`config.mk`:
```
export PLATFORM = sky130hd
export DESIGN_NAME = program_rom_fetch
export DESIGN_NICKNAME = d
export VERILOG_FILES = /design/src/rtl/program_rom_pkg.sv /design/src/rtl/program_rom_core.sv /design/src/rtl/program_rom_fetch.sv
export SDC_FILE = /design/constraint.sdc
export NUM_CORES = 1
export LEC_CHECK = 0
export ABC_AREA = 1
export ABC_CLOCK_PERIOD_IN_PS = 1200
export CAP_MARGIN = 30
export CORE_ASPECT_RATIO = 0.75
export CORE_MARGIN = 5
export CORE_UTILIZATION = 36
export CTS_CLUSTER_DIAMETER = 150
export CTS_CLUSTER_SIZE = 30
export DETAILED_ROUTE_END_ITERATION = 8
export HOLD_SLACK_MARGIN = 0.02
export PLACE_DENSITY = 0.69
export SLEW_MARGIN = 20
export SYNTH_ARGS = -nofsm -noshare
export SYNTH_HDL_FRONTEND = slang
export SYNTH_SLANG_ARGS = --single-unit
```
`constraint.sdc`:
```
create_clock -name clk -period 1.2 [get_ports clk]
set_input_delay 0.12 -clock clk [delete_from_list [all_inputs] [get_ports clk]]
set_output_delay 0.12 -clock clk [all_outputs]
set_load 0.1 [all_outputs]
```
`src/rtl/program_rom_pkg.sv`:
```
// rtl/program_rom_pkg.sv - shared types, defaults and program image for the fetch unit
package program_rom_pkg;

  localparam int DW_DEF = 16;
  localparam int AW_DEF = 8;

  typedef enum logic {RUN, HALT} fetch_state_t;

  // Boot image: words 0..9 carry their address nibble in every digit, word 10 halts.
  function automatic logic [DW_DEF-1:0] rom_init(input logic [31:0] addr);
    if (addr <= 32'd9) begin
      rom_init = {4{addr[3:0]}};
    end else if (addr == 32'd10) begin
      rom_init = 16'hFFFF;
    end else begin
      rom_init = '0;
    end
  endfunction

endpackage

```
`src/rtl/program_rom_core.sv`:
```
// rtl/program_rom_core.sv - synchronous-read program ROM, unpopulated addresses read as zero
module program_rom_core
  import program_rom_pkg::*;
#(
  parameter int          DW    = DW_DEF,
  parameter int          AW    = AW_DEF,
  parameter int unsigned DEPTH = 256
) (
  input  logic          clk,
  input  logic          rd_en,
  input  logic [AW-1:0] addr,
  output logic [DW-1:0] data
);

  logic [DW-1:0] r_data;
  logic [DW-1:0] w_word;

  always_comb begin
    w_word = '0;
    if (32'(addr) < DEPTH) begin
      w_word = DW'(rom_init(32'(addr)));
    end
  end

  // Read register only loads on an issued fetch, so a stalled word stays put.
  always_ff @(posedge clk) begin
    if (rd_en) begin
      r_data <= w_word;
    end
  end

  assign data = r_data;

endmodule

```
`src/rtl/program_rom_fetch.sv`:
```
// rtl/program_rom_fetch.sv - PC sequencer with valid/ready output, jumps and HALT_WORD stop
module program_rom_fetch
  import program_rom_pkg::*;
#(
  parameter int            DW        = DW_DEF,
  parameter int            AW        = AW_DEF,
  parameter int unsigned   DEPTH     = 256,
  parameter logic [AW-1:0] RESET_PC  = '0,
  parameter logic [DW-1:0] HALT_WORD = DW'(16'hFFFF)
) (
  input  logic          clk,
  input  logic          rst,
  input  logic          en,
  input  logic          jump,
  input  logic [AW-1:0] jump_addr,
  output logic [DW-1:0] code,
  output logic [AW-1:0] code_pc,
  output logic          valid,
  input  logic          ready,
  output logic          halted
);

  fetch_state_t  r_state;
  logic [AW-1:0] r_pc;
  logic [AW-1:0] r_code_pc;
  logic          r_valid;
  logic          r_halted;
  logic          r_loaded;
  logic [DW-1:0] w_rom_data;
  logic          w_acc;
  logic          w_halt_acc;
  logic          w_iss;

  program_rom_core #(
    .DW    (DW),
    .AW    (AW),
    .DEPTH (DEPTH)
  ) u_core (
    .clk   (clk),
    .rd_en (w_iss),
    .addr  (r_pc),
    .data  (w_rom_data)
  );

  // The ROM read register has no reset; r_loaded forces code to zero until the first fetch.
  assign code       = r_loaded ? w_rom_data : '0;
  assign code_pc    = r_code_pc;
  assign valid      = r_valid;
  assign halted     = r_halted;

  assign w_acc      = r_valid & ready;
  assign w_halt_acc = w_acc & (code == HALT_WORD);
  assign w_iss      = (r_state == RUN) & en & ~jump & (~r_valid | ready) & ~w_halt_acc;

  always_ff @(posedge clk or posedge rst) begin
    if (rst) begin
      r_state   <= RUN;
      r_pc      <= RESET_PC;
      r_code_pc <= '0;
      r_valid   <= 1'b0;
      r_halted  <= 1'b0;
      r_loaded  <= 1'b0;
    end else if (jump) begin
      r_state  <= RUN;
      r_pc     <= jump_addr;
      r_valid  <= 1'b0;
      r_halted <= 1'b0;
    end else begin
      if (w_iss) begin
        r_code_pc <= r_pc;
        r_valid   <= 1'b1;
        r_pc      <= r_pc + 1'b1;
        r_loaded  <= 1'b1;
      end else if (w_acc) begin
        r_valid <= 1'b0;
      end
      case (r_state)
        RUN: begin
          if (w_halt_acc) begin
            r_state  <= HALT;
            r_halted <= 1'b1;
          end
        end
        HALT: begin
          r_halted <= 1'b1;
        end
        default: r_state <= RUN;
      endcase
    end
  end

endmodule
```
==> results of run 1 <==
==> through the flow <==
stage          std cells  power (mW)  cell area [sq um]   util  TNS [ns]
2_1_floorplan        168        2.02               1490      -     -6.31
3_3_place_gp         260        2.58               2180  0.592     -4.31
3_5_place_dp         260        2.60               2180  0.592     -4.64
4_1_cts              277        3.27               2440  0.661     -6.23
5_1_grt              277        3.55               2640  0.715     -8.69
6_report             277        3.42               2640  0.715     -6.45
==> sequential cells by signal (all words and copies together), names as in the netlist <==
register     flops
halted           1
code_pc          8
r_pc             8
valid            1
u_core.data      4
r_loaded         1
r_state          1
==> per-layer routing <==
layer | track usage | up-vias
met5 | 0 | -
met4 | 0.0332 | 0
met3 | 0.0463 | 4
met2 | 0.240 | 43
met1 | 0.194 | 636
li1 | - | 633
==> cells in the mapped netlist, types with 2 or more instances <==
cell,count
nand3_2,4
edfxtp_1,4
a21oi_1,2
buf_6,2
buf_4,12
inv_1,15
o21ai_1,9
nand3_1,16
nor2_1,8
nand2_1,52
xor2_1,3
dfrtp_1,20
o21ai_0,2
nor2_4,2
inv_2,3
buf_2,2
ha_1,4
==> area by class of cell <==
class	instances	share of cell area
multi-input cells	109	0.317
well taps	52	0.0247
repair inverters	1	0.00427
clock buffers	4	0.0209
inverters	19	0.0375
repair buffers	68	0.357
flip-flops and latches	24	0.239
==> path summary, 6_finish.rpt <==
path                                        start                   endpoint  slack [ns]  cells after the start
setup / recovery             r_loaded$_DFFE_PP0P_                   code[10]       -0.23                      4
hold / removal                                rst        r_pc[4]$_DFFE_PP0P_        0.18                      3
setup reg to reg                valid$_DFFE_PP0P_  u_core.data[14]$_DFFE_PP_       -0.20                      6
hold reg to reg            code_pc[6]$_DFFE_PP0P_     code_pc[6]$_DFFE_PP0P_        0.55                      2
max in group asynchronous                     rst          valid$_DFFE_PP0P_        0.79                      3
min in group clk                     jump_addr[1]        r_pc[1]$_DFFE_PP0P_        0.41                      3
==> power breakdown <==
group	leakage [nW]	internal (mW)	total, mW	switching [mW]
clock network	0.0288	0.293	0.555	0.262
registers	0.278	0.935	1.10	0.170
logic	0.885	0.694	1.76	1.07
==> timing repair <==
action,in CTS,in global routing
gates resized for setup,20,51
buffers inserted,10,1
pin swaps,6,9
endpoints found under the setup margin,39,45
gates cloned,3,0
hold endpoints to repair,0,0
==> worst register-to-register path: cells and delay by family, from the launching register on <==
kind,cells,cell delay [ns]
flip-flops,1,0.50
AND/OR/NAND/NOR,3,0.33
buffers and inverters,3,0.30
==> logic make-up after synthesis <==
group / Yosys count / synth area share
flip-flops: 24 / 0.448
buffers and inverters: 36 / 0.144
AO/OA/AOI/OAI: 14 / 0.0514
AND/OR/NAND/NOR: 87 / 0.301
XOR/XNOR: 3 / 0.0190
adder cells (fa/ha/maj): 4 / 0.0361
==> qor.yml, run 1 <==
outcome:
  outcome: "finished with violations"
  violations: "negative setup slack"
critical_path:
  start_kind: "flop"
  slowest_stage: "dfrtp_2"
  end_kind: "output port"
  crit_arrival_ns: 1.31
  crit_fanout: 5
  crit_type: "flop to output port"
  critPathRequiredTime_ns: 1.08
  critPathBufInv: 3
  path_delay_family: "buffers and inverters"
  worstPathCellList: "nand2_4 -> buf_6 -> clkinvlp_4 -> buf_12"
  max_stage_delay_ns: 0.46
layout:
  area_growth_syn_to_layout_pct: 90.2
  fillers: 248
  drive_gt1_frac: 0.578
  layout_commonest_cell: "nand2_1"
  final_cell_mix: "36 x nand2_1, 29 x buf_12, 17 x buf_4"
  multiInputGateArea_sq_um: 836
  n_antenna_cell: 0
  nNetsFinal: 243
  regArea_sq_um: 629
floorplan:
  dieArea_sq_mm: 0.00520
  die_h_um: 63.7
  rows: 19
  start_util: 0.376
  die_w_um: 81.7
  core_area_sq_mm: 0.00368
  ios: 39
routing:
  wl_per_cell_um: 14.4
  route.detailed.drc: 0
  firstDrtPassIters: 4
  top_layer: "met4"
  drtAntennaViolNets: 0
  viasPerCell: 4.75
  num_vias: 1316
  dr_wl_met2_um: 2020
  routed_wl_um: 3990
  initialDrtViolationCount: 60
  routed-wl-met3_um: 280
  wirelength_met1_um: 1660
place:
  pre_cts_ws_ns: -0.214
  gp_congestion: 0.836
  io_buffers: 38
  hpwl_um: 2440
timing:
  fmax_mhz: 700
  drv_slew: 0
  setup_viol: 42
  rsz0062_at_grt: "true"
  fin_crit_sh: 1.19
  holdWs_ns: 0.176
  fin_skew_ns: 0.00891
  worst_slack_ns: -0.229
  finalCriticalPeriod_ns: 1.43
  relSlewSlack: 0.798
  hold_violations: 0
  worstMarginPinSlew_ns: 0.303
synthesis:
  yosysSeqAreaShare: 0.448
  yosysUniqueCellTypes: 25
  synth_top_area_frac: 0.361
  synth_area_leaders: "dfrtp_1 36%, nand2_1 14%, edfxtp_1 8.7%, buf_4 6.5%, nand3_1 5.8%"
  netlist_area_sq_mm: 0.00139
  netlist_instances: 168
  yosysWarnings: 0
  synth_edf_count: 4
  synthArstFlopShare: 0.833
  syn_area_per_cell_sq_um: 8.25
  syn_nets: 185
  yosysTopAreaCell: "dfrtp_1"
  synth_seq_cells: 24
  synth_flop_cell: "dfrtp_1"
clock_network:
  clkSinkCount: 24
  ctsHtreeMaxLevel: 1
  clockRootBuffer: "clkbuf_8"
  clock_path_buffers: 2
  cts_buffers: 3
  clk_pin_slew_ns: 0.09
  cts_hold_buf: 0
  tritoncts: "done"
  clk_latency_ns: 0.27
grt:
  grt_pass1_wl_um: 6040
  grt_pass1_vias: 1268
  grt.overflow.total: 0
  grt_usage: 0.148
  antenna_found_initial: 0
  grt_start_max_net_pins: 21
power:
  power_density_mw_per_mm2: 1300
  leakagePower_nw: 1.19
  vdd_drop_max_mv: 1.19
job:
  maxCapViolCount: 0
hold_path:
  hold_path.class: "primary input to async pin"
Power figures use the tool's default switching activity.
==> run 2: changes to the inputs <==
--- a/config.mk
+++ b/config.mk
@@ -10,13 +10,14 @@
 export CAP_MARGIN = 30
 export CORE_ASPECT_RATIO = 0.75
 export CORE_MARGIN = 5
-export CORE_UTILIZATION = 36
+export CORE_UTILIZATION = 44
 export CTS_CLUSTER_DIAMETER = 150
 export CTS_CLUSTER_SIZE = 30
 export DETAILED_ROUTE_END_ITERATION = 8
 export HOLD_SLACK_MARGIN = 0.02
-export PLACE_DENSITY = 0.69
+export PLACE_DENSITY = 0.8
 export SLEW_MARGIN = 20
 export SYNTH_ARGS = -nofsm -noshare
 export SYNTH_HDL_FRONTEND = slang
+export SYNTH_HIERARCHICAL = 1
 export SYNTH_SLANG_ARGS = --single-unit
==> qor.yml, run 2 <==
synthesis:
  yosysWarnings: 6  # +6
  synthTopCellsByCount: "94 x nand2_1, 31 x inv_1, 20 x dfrtp_1, 17 x nand3_1, 15 x buf_4"
  yosysTopAreaCell: "dfrtp_1"
  yosysUniqueCellTypes: 20  # -20%
  synth_area_leaders: "dfrtp_1 33%, nand2_1 23%, edfxtp_1 8.0%, inv_1 7.7%, buf_4 7.5%"
  synth_top_area_frac: 0.333  # -0.0282
  synth_flop_cell: "dfrtp_1"
  synthArstFlopShare: 0.833  # unchanged
  synth_seq_cells: 24  # unchanged
  yosysMostFrequentCell: "nand2_1"
  syn_area_per_cell_sq_um: 6.90  # -16%
  yosysSeqAreaShare: 0.413  # -0.0350
  netlist_area_sq_mm: 0.00150  # +8.5%
  syn_nets: 232  # +25%
  netlist_instances: 218  # +30%
  synth_edf_count: 4  # unchanged
critical_path:
  end_kind: "flop"
  crit_type: "flop to flop"
  reg2reg_from: "u_core/data[14]$_DFFE_PP_"
  slowest_stage: "edfxtp_1"
  rr_endpoint: "r_loaded$_DFFE_PP0P_"
  start_kind: "flop"
  r2r.worst_path.cells: 7  # +1
  critPathBufInv: 2  # -1
  worst-path-stages: 7  # +3
  worstPathCellList: "nand2_1 -> nor2_2 -> nand2_2 -> o21bai_4 -> buf_12 -> inv_4 -> or2_1"
  crit_arrival_ns: 1.58  # +0.27 ns
  crit_fanout: 7  # +2
  critPathRequiredTime_ns: 1.36  # +0.28 ns
  max_stage_delay_ns: 0.44  # -0.02 ns
  reg2reg_slack_ns: -0.21  # about the same
  path_delay_family: "simple AND/OR/NAND/NOR gates"
grt:
  grt.overflow.total: 0  # unchanged
  antenna_found_initial: 0  # unchanged
  grt_usage: 0.163  # +0.0147
  grt_start_max_net_pins: 21  # unchanged
  grt_pass1_vias: 1406  # +11%
  grt_pass1_wl_um: 6190  # +2.5%
layout:
  design_area_sq_mm: 0.00255  # -3.3%
  drive_gt1_frac: 0.384  # -0.194
  utilization: 0.775  # +0.0597
  final_cell_mix: "76 x nand2_1, 28 x buf_12, 16 x nand3_1, 16 x dfrtp_1, 15 x inv_1"
  nNetsFinal: 278  # +14%
  layout_commonest_cell: "nand2_1"
  area_growth_syn_to_layout_pct: 69.5
  fillers: 225  # -9.3%
  n_antenna_cell: 0  # unchanged
routing:
  firstDrtPassIters: 4  # unchanged
  num_vias: 1509  # +15%
  routed_wl_um: 3770  # -5.5%
  initialDrtViolationCount: 73  # +22%
  viasPerCell: 4.98  # +4.8%
  wl_per_cell_um: 12.4  # -14%
  route.detailed.drc: 0  # unchanged
  drtAntennaViolNets: 0  # unchanged
floorplan:
  die_w_um: 77.5  # -5.1%
  start_util: 0.457  # +0.0812
  die_h_um: 60.6  # -4.9%
  dieArea_sq_mm: 0.00470  # -9.7%
  core_area_sq_mm: 0.00329  # -11%
  ios: 39  # unchanged
  rows: 18  # -1
timing:
  finalCriticalPeriod_ns: 1.41  # -0.0143 ns
  fin_crit_sh: 1.18  # -0.0120
  fmax_mhz: 707  # +1.0%
  rsz0062_at_grt: "true"
  relSlewSlack: 0.828  # +0.0304
  worst_slack_ns: -0.215  # +0.0143 ns
  drv_slew: 0  # unchanged
  hold_violations: 0  # unchanged
  worstMarginPinSlew_ns: 0.258  # -0.0456 ns
  tns_ns: -6.55  # -0.100 ns
  holdWs_ns: 0.160  # -0.0157 ns
  fin_skew_ns: 0.00173  # -0.00718 ns
  setup_viol: 40  # -4.8%
clock_network:
  clk_pin_slew_ns: 0.09  # about the same
  clockRootBuffer: "clkbuf_8"
  ctsHtreeMaxLevel: 1  # unchanged
  clkSinkCount: 24  # unchanged
  cts_buffers: 3  # unchanged
  clk_latency_ns: 0.27  # about the same
  cts_hold_buf: 0  # unchanged
  tritoncts: "done"
  clock_path_buffers: 2  # unchanged
job:
  maxCapViolCount: 0  # unchanged
outcome:
  violations: "negative setup slack"
  outcome: "finished with violations"
hold_path:
  hold_path.class: "primary input to async pin"
place:
  gp_congestion: 0.861  # +3.0%
  hpwl_um: 2530  # +3.7%
  post_dp_cell_area_sq_mm: 0.00232  # +6.5%
  io_buffers: 38  # unchanged
  pre_cts_ws_ns: -0.364  # -0.150 ns
power:
  power_density_mw_per_mm2: 1340  # +3.4%
  leakagePower_nw: 1.23  # +2.8%
  vdd_drop_max_mv: 1.00  # -16%
[run 2: report_power, final]
part	switching, mW	total (mW)	internal (mW)
registers	0.149	1.09	0.945
logic	1.07	1.69	0.621
clock network	0.275	0.637	0.363
total	1.49	3.42	1.93
[run 2: timing repair]
action,4_1_cts,5_1_grt
setup endpoints to repair,40,45
cloned,2,1
gates resized for setup,20,13
pin swaps,10,10
setup buffers,2,0
[run 2: area by class of cell]
| class | instances | area (sq um) | share of cell area |
|---|---|---|---|
| flip-flops and latches | 24 | 628 | 0.246 |
| inverters | 32 | 170 | 0.0668 |
| clock buffers | 4 | 66.3 | 0.0260 |
| repair buffers | 59 | 857 | 0.336 |
| well taps | 40 | 50.0 | 0.0196 |
| multi-input cells | 143 | 769 | 0.302 |
| repair inverters | 1 | 7.51 | 0.00295 |
[run 2: routing by layer]
metal / wire (um) / part of all wire / track usage / vias up
li1: - / - / - / 738
met1: 1580 / 0.42 / 0.190 / 714
met2: 1940 / 0.51 / 0.315 / 50
met3: 201 / 0.053 / 0.0223 / 7
met4: 51 / 0.014 / 0.0515 / 0
met5: 0 / 0 / 0 / -
[run 2: worst max path at each step]
stage / from / slack [ns] / to
6_report: u_core/data[14]$_DFFE_PP_ / -0.21 / r_loaded$_DFFE_PP0P_
5_1_grt: u_core/data[13]$_DFFE_PP_ / -0.34 / code_pc[3]$_DFFE_PP0P_
4_1_cts: u_core/data[14]$_DFFE_PP_ / -0.20 / r_pc[3]$_DFFE_PP0P_
3_5_place_dp: ready / -0.36 / r_pc[7]$_DFFE_PP0P_
3_3_place_gp: ready / -0.32 / r_loaded$_DFFE_PP0P_
2_1_floorplan: valid$_DFFE_PP0P_ / -0.26 / r_loaded$_DFFE_PP0P_
[run 2: kinds of logic after synthesis]
kind of cell               count (synthesis)  share of synthesized area
xor gates and xnor gates                   3                     0.0175
DFF                                       24                      0.413
AOI/OAI and AO/OA                         11                     0.0458
and+or+nand+nor                          128                      0.350
adders and majority gates                  1                    0.00832
buffers and inverters                     51                      0.166
[run 2: metrics by stage]
| step | std cells | total power, mW |
|---|---|---|
| final | 303 | 3.42 |
| after CTS | 302 | 3.40 |
| after detailed placement | 294 | 2.73 |
| after floorplan | 218 | 2.13 |
| after global routing | 303 | 3.56 |
| after global placement | 294 | 2.71 |
[run 2: tightest hold or removal path: cells and delay by family]
family                 cells  cell delay [ns]
buffers and inverters      3             0.70
